### src/rtl/uart_pkg.sv
// Shared UART definitions: receiver state encoding and default frame geometry.
package uart_pkg;

    localparam int UART_OVERSAMPLE = 16;
    localparam int UART_DATA_BITS  = 8;

    typedef enum logic [1:0] {
        IDLE,
        START,
        DATA,
        STOP
    } rx_state_t;

endpackage

### src/rtl/bit_sync.sv
// Two-flop synchroniser for a single asynchronous input, with a selectable reset level.
module bit_sync #(
    parameter logic RESET_VAL = 1'b1
) (
    input  logic clk,
    input  logic reset,
    input  logic d,
    output logic q
);

    logic meta;

    always_ff @(posedge clk or posedge reset) begin
        if (reset) begin
            meta <= RESET_VAL;
            q    <= RESET_VAL;
        end else begin
            meta <= d;
            q    <= meta;
        end
    end

endmodule

### src/rtl/uart_rx.sv
// 8N1 UART receiver driven by the 16x oversample tick; holds one byte behind a ready flag.
//   state | meaning
//   IDLE  | waiting for a low level on the synchronised line
//   START | counting to mid start bit to reject glitches
//   DATA  | sampling payload bits at mid-bit, LSB first
//   STOP  | checking the stop bit, committing or flagging a framing error
module uart_rx
    import uart_pkg::*;
#(
    parameter int OVERSAMPLE = UART_OVERSAMPLE,
    parameter int DATA_BITS  = UART_DATA_BITS
) (
    input  logic                 clk,
    input  logic                 reset,
    input  logic                 rx,
    input  logic                 rxclk_en,
    input  logic                 rdy_clr,
    output logic [DATA_BITS-1:0] data,
    output logic                 rdy,
    output logic                 frame_err,
    output logic                 overrun
);

    localparam int SW = $clog2(OVERSAMPLE);
    localparam int BW = (DATA_BITS > 1) ? $clog2(DATA_BITS) : 1;
    localparam logic [SW-1:0] MID_START = SW'(OVERSAMPLE / 2 - 1);
    localparam logic [SW-1:0] MID_BIT   = SW'(OVERSAMPLE - 1);
    localparam logic [BW-1:0] BIT_LAST  = BW'(DATA_BITS - 1);

    logic                 rx_s;
    rx_state_t            state_q, state_n;
    logic [SW-1:0]        sample_q, sample_n;
    logic [BW-1:0]        bit_q, bit_n;
    logic [DATA_BITS-1:0] scratch_q, scratch_n;
    logic [DATA_BITS-1:0] data_n;
    logic                 rdy_n, frame_err_n, overrun_n;

    bit_sync #(.RESET_VAL(1'b1)) u_rx_sync (
        .clk   (clk),
        .reset (reset),
        .d     (rx),
        .q     (rx_s)
    );

    always_ff @(posedge clk or posedge reset) begin
        if (reset) begin
            state_q   <= IDLE;
            sample_q  <= '0;
            bit_q     <= '0;
            scratch_q <= '0;
            data      <= '0;
            rdy       <= 1'b0;
            frame_err <= 1'b0;
            overrun   <= 1'b0;
        end else begin
            state_q   <= state_n;
            sample_q  <= sample_n;
            bit_q     <= bit_n;
            scratch_q <= scratch_n;
            data      <= data_n;
            rdy       <= rdy_n;
            frame_err <= frame_err_n;
            overrun   <= overrun_n;
        end
    end

    always_comb begin
        state_n     = state_q;
        sample_n    = sample_q;
        bit_n       = bit_q;
        scratch_n   = scratch_q;
        data_n      = data;
        rdy_n       = rdy;
        frame_err_n = frame_err;
        overrun_n   = overrun;

        // Clear is evaluated first so a same-cycle commit below overrides it.
        if (rdy_clr) begin
            rdy_n     = 1'b0;
            overrun_n = 1'b0;
        end

        if (rxclk_en) begin
            case (state_q)
                IDLE: begin
                    if (!rx_s) begin
                        state_n  = START;
                        sample_n = '0;
                    end
                end
                START: begin
                    sample_n = sample_q + 1'b1;
                    if (sample_q == MID_START) begin
                        if (!rx_s) begin
                            state_n  = DATA;
                            sample_n = '0;
                            bit_n    = '0;
                        end else begin
                            state_n = IDLE;
                        end
                    end
                end
                DATA: begin
                    sample_n = sample_q + 1'b1;
                    if (sample_q == MID_BIT) begin
                        scratch_n[bit_q] = rx_s;
                        sample_n         = '0;
                        if (bit_q == BIT_LAST) begin
                            state_n = STOP;
                        end else begin
                            bit_n = bit_q + 1'b1;
                        end
                    end
                end
                STOP: begin
                    sample_n = sample_q + 1'b1;
                    if (sample_q == MID_BIT) begin
                        state_n  = IDLE;
                        sample_n = '0;
                        if (rx_s) begin
                            data_n      = scratch_q;
                            rdy_n       = 1'b1;
                            frame_err_n = 1'b0;
                            if (rdy && !rdy_clr) begin
                                overrun_n = 1'b1;
                            end
                        end else begin
                            frame_err_n = 1'b1;
                        end
                    end
                end
                default: state_n = IDLE;
            endcase
        end
    end

endmodule

### config.mk
export PLATFORM = sky130hd
export DESIGN_NAME = uart_rx
export DESIGN_NICKNAME = d
export VERILOG_FILES = /design/src/rtl/uart_pkg.sv /design/src/rtl/bit_sync.sv /design/src/rtl/uart_rx.sv
export SDC_FILE = /design/constraint.sdc
export NUM_CORES = 1
export LEC_CHECK = 0
export ABC_CLOCK_PERIOD_IN_PS = 2400
export CAP_MARGIN = 10
export CORE_MARGIN = 2
export CORE_UTILIZATION = 26
export CTS_BUF_LIST = sky130_fd_sc_hd__clkbuf_8
export DETAILED_ROUTE_END_ITERATION = 8
export DONT_BUFFER_PORTS = 1
export GPL_TIMING_DRIVEN = 0
export SYNTH_ARGS = -nofsm -noshare
export SYNTH_HDL_FRONTEND = slang
export SYNTH_SLANG_ARGS = --single-unit
export TNS_END_PERCENT = 10
### constraint.sdc
create_clock -name clk -period 2.4 [get_ports clk]
set_clock_uncertainty 0.2 [all_clocks]
set_input_delay 0.36 -clock clk [delete_from_list [all_inputs] [get_ports clk]]
set_output_delay 0.36 -clock clk [all_outputs]
set_load 0.05 [all_outputs]
# Yosys cells after proc, flatten, opt, wreduce, memory -nomap -nowiden
# Index checks and enable logic that the tools add are counted.
# word_totals
input_bits	5
register_bits	30
wordCells	71
output_inout_bits	11
# op_classes
eq_ne	13
order_cmp	2
n_mux	32
n_addsub	2
reduce_logical	12
# ops
op	count
2-to-1 mux 4 bit	4
!= test 2 bit (second input constant)	7
2-to-1 mux 1 bit	13
2-to-1 mux 2 bit	6
2-to-1 mux 3 bit	4
case mux 4 bit (3 select lines)	1
AND reduction 6 bit	2
bitwise mux 8 bit	1
case mux 2 bit (4 select lines)	1
case mux 3 bit (2 select lines)	1
AND reduction 3 bit	2
adder 4 x 1 -> 4 bit (second input constant)	1
equality test 2 bit (second input constant)	2
equality test 4 x 3 -> 1 bit (second input constant)	1
equality test 4 bit (second input constant)	1
< comparator 3 x 4 -> 1 bit (second input constant)	1
AND reduction 4 bit	1
adder 3 x 1 -> 3 bit (second input constant)	1
demux 1 bit (select 3 bit)	1
equality test 3 bit (second input constant)	1
greater-or-equal comparator 3 x 1 -> 1 bit (second input constant)	1
equality test 2 x 1 -> 1 bit (second input constant)	1
logical AND 1 bit	2
logical NOT 2 bit	1
4 further kinds	4

# Depth between registers and ports, before layout
# depth
word_depth	7
depth_mapped	6
ltp_nobuf	5

# Hierarchy
# From an unflattened synthesis, not the netlist that was laid out.
# unflattened
cells_unflattened	129
area_unflattened_um2	1480.2
# by_module_without_submodules
mod	instances	area_each_um2	seq_area_each_um2	cells_per_inst
uart_rx	1	1423.9	700.7	126
bit_sync	1	56.3	52.6	3

# Worst setup path after synthesis
# No wires, ideal clock.
# synth_timing
kind	reg2reg
start	register sample_q[0]
end	register scratch_q[3]
n_path_buf	1
period_less_slack_ns	1.894
t_required_ns	2.073
path_slack_ns	0.506
path_stages_with_launch	7
arrival_time_ns	1.567
setup_ns	0.127
path_cell_list	dfrtp_1 -> ha_1 -> and3_1 -> buf_2 -> nand2_2 -> or3_1 -> mux2_1
# synth_via
elab_chain_len	2
# synth_rtl
element	line_no	source
from (decl)	uart_rx.sv:32	logic [SW-1:0] sample_q, sample_n;
from (signal assigned)	uart_rx.sv:57	sample_q <= sample_n;
equality test 4 bit	uart_rx.sv:105	if (sample_q == MID_BIT) begin
AND reduction 3 bit (no source line)	--	
to (signal assigned)	uart_rx.sv:59	scratch_q <= scratch_n;
to (decl)	uart_rx.sv:34	logic [DATA_BITS-1:0] scratch_q, scratch_n;
# Every way passes these cells.
# A chain may end at the register's enable or synchronous reset.

# Worst setup path after layout
# Ends and elaborated chain as after synthesis.

==> results.toml <==
[run_status]
status = "complete, no violations"

[floorplanning]
dieHeight_um = 76.6
num_io_pins = 16
dieWidth_um = 76.6
std_cell_rows = 26
initial_core_util_pct = 26.8
dieArea_um2 = 5860
coreArea_um2 = 5110

[drt]
drt_pass1_iterations = 4
dr.first_iter.drc_count = 37
route.detailed.drc = 0
wl_mm = 2.40
ant_nets = 0
vias = 895
vias_per_cell = 4.59
avgRoutedWirePerCell_um = 12.3

[cells_and_area]
final_nets = 132
syn_to_final_growth_pct = 17.3
n_antenna_cell = 0
final_cell_count_no_fill = 195
fin_util_pct = 31.4
fill_cells = 529
drive_above_1_share_pct = 15.2

[clocking]
clkLatencyLatePin_ns = 0.28
clockRootBuffer = "clkbuf_8"
cts.sinks = 30
tritoncts.num_buffers = 5
cts_tree = "yes"
ctsResizeCount = 0
htreeDepth = 2
path_clk_slew_ns = 0.06
clock_path_buffers = 2

[synthesis]
synth_edf_count = 0
seq_area_frac_synth_pct = 55.0
avgSynthCellArea_um2 = 12.1
synthArstFlopShare_pct = 100
yosys_warnings = 0
yosysUniqueCellTypes = 39
syn_area_um2 = 1370
syn_inst = 113
synth_flop_cell = "dfrtp_1"
synth_nets = 121
ys_seq_elements = 30

[timing]
tightest_slew_ns = 0.497
period_needed_ns = 2.04
slew_viol_final = 0
fmaxAchievable_mhz = 491
finalHoldViolations = 0
setup_viol = 0
relSlewSlack_pct = 66.9
setup-tns-final_ns = 0
period_share_pct = 84.8
grt_setup_unrepaired = "false"
holdWs_ns = 0.0292

[setup_path]
worstSetupEndpointType = "register"
critPathTopFamily = "simple AND/OR/NAND/NOR gates"
crit_buf_inv = 1
criticalPathCategory = "register to register"
r2r_slack_ns = 0.36
r2r_end = "scratch_q[3]$_DFFE_PP0P_"
r2r-start = "sample_q[0]$_DFFE_PP0P_"
cp_data_arrival_time_ns = 2.00
cp.required_ns = 2.36
r2r_cells = 6
start_kind = "register"
worst-path-max-fanout = 5
crit_chain = "ha_1 -> and3_1 -> buf_2 -> nand2_2 -> or3_1 -> mux2_1"
cpMaxStageDelayCell = "dfrtp_1"
max_stage_delay_ns = 0.38

[power]
p_per_area_nw_per_um2 = 837
comb_power_share_pct = 21.5
pwr-share-seq_pct = 48.6
net-switching-power_mw = 0.419
switching_share_pct = 31.2
p_int_mw = 0.925
p_clk_share_pct = 29.9
vdd_ir_drop_max_uv = 264
p_leak_nw = 0.746

[placement]
gp_congestion = 0.812
dpl.cell_count = 183
dp_hpwl_mm = 1.70
numPortBuffers = 0

[hold_path]
min_to = "sample_q[0]$_DFFE_PP0P_"
whs_path_depth = 2
holdCritStartpoint = "rxclk_en"
hold_path.class = "input pin to register"

[grt]
grt_pass1_wl_mm = 4.34
grt_max_degree = 31
grt_use_total_pct = 9.31
overflow = 0
antenna_found_initial = 0
grt_pass1_vias = 919

[job]
max_cap_viol_count = 0
layer usage:
| metal | global-route usage, % | routed length, um |
|---|---|---|
| met1 | 10.4 | 1030 |
| met2 | 15.2 | 1200 |
| met5 | 0 | 0 |
| met4 | 5.09 | 55 |
| met3 | 3.55 | 108 |
final cells by class:
class / instances / area [um^2] / share of cell area [%]
Buffer: 4 / 16.3 / 1.01
Clock buffer: 6 / 82.6 / 5.14
Clock inverter: 2 / 8.76 / 0.546
Inverter: 6 / 22.5 / 1.40
Multi-Input combinational cell: 73 / 577 / 35.9
Sequential cell: 30 / 753 / 46.9
Tap cell: 70 / 87.6 / 5.46
Timing Repair Buffer: 4 / 57.6 / 3.59
flip-flops by register name, indices dropped and copies added (netlist names), 3 cells and up, named ones only:
register and count:
data 8, bit_q 3, sample_q 4, scratch_q 8
placed cells by master, fill, tap and decap left out, drive strengths merged, types with 2 or more instances in the layout:
cell / count
nand3: 3
dlygate4sd3: 3
and3: 3
nand2: 7
clkbuf: 9
nor2: 2
ha: 3
dfrtp: 28
nor3: 10
nand2b: 3
a22o: 3
inv: 7
buf: 2
o21ai: 3
mux2: 17
dfstp: 2
Yosys cell counts, drive strengths merged, types with 3 or more instances:
| library cell | n | area share, % |
|---|---|---|
| mux2 | 17 | 14 |
| nand2b | 3 | 1.4 |
| nand3 | 3 | 1.5 |
| inv | 6 | 1.6 |
| ha | 3 | 2.7 |
| dfrtp | 28 | 51 |
| o21ai | 3 | 1.4 |
| a22o | 3 | 1.9 |
| clkbuf | 3 | 0.82 |
| and3 | 3 | 1.4 |
| nor3 | 10 | 3.7 |
| nand2 | 7 | 2.1 |
logic make-up (layout without fill, tap and decap cells):
kind of cell,after synthesis,in the layout,synth area share [%]
compound gates,17,17,10.3
buf+inv,10,22,2.83
flops,30,30,55.0
mux,18,18,14.7
fa+ha+maj,3,3,2.74
simple gates,35,35,14.4
how the worst max path moves through the flow:
stage / start / endpoint / slack (ns) / cells after the start
3_5_place_dp: sample_q[0]$_DFFE_PP0P_ / scratch_q[3]$_DFFE_PP0P_ / 0.38 / 6
3_3_place_gp: sample_q[0]$_DFFE_PP0P_ / scratch_q[3]$_DFFE_PP0P_ / 0.41 / 6
6_report: sample_q[0]$_DFFE_PP0P_ / scratch_q[3]$_DFFE_PP0P_ / 0.36 / 6
5_1_grt: sample_q[0]$_DFFE_PP0P_ / scratch_q[3]$_DFFE_PP0P_ / 0.22 / 6
2_1_floorplan: sample_q[0]$_DFFE_PP0P_ / scratch_q[3]$_DFFE_PP0P_ / 0.51 / 6
4_1_cts: sample_q[0]$_DFFE_PP0P_ / scratch_q[3]$_DFFE_PP0P_ / 0.36 / 6
per-stage QoR:
stage	total power, mW	setup WS [ns]	instance area [um^2]
global route	1.43	0.224	1610
CTS	1.36	0.361	1570
global placement	0.928	0.406	1460
detailed placement	0.943	0.376	1460
floorplan	0.878	0.506	1370
finish	1.34	0.365	1610
power by group through the flow:
stage	Combinational, mW	Sequential [mW]	Clock [mW]
3_5_place_dp	0.281	0.662	0
4_1_cts	0.284	0.653	0.421
6_report	0.289	0.653	0.401
2_1_floorplan	0.235	0.643	0
5_1_grt	0.322	0.667	0.444
3_3_place_gp	0.271	0.657	0
repair_timing:
action                                 CTS  global route
hold buffers                             2             1
buffers inserted                         0             0
setup endpoints to repair                0             0
endpoints found under the hold margin    3             3
Power figures use the tool's default switching activity.
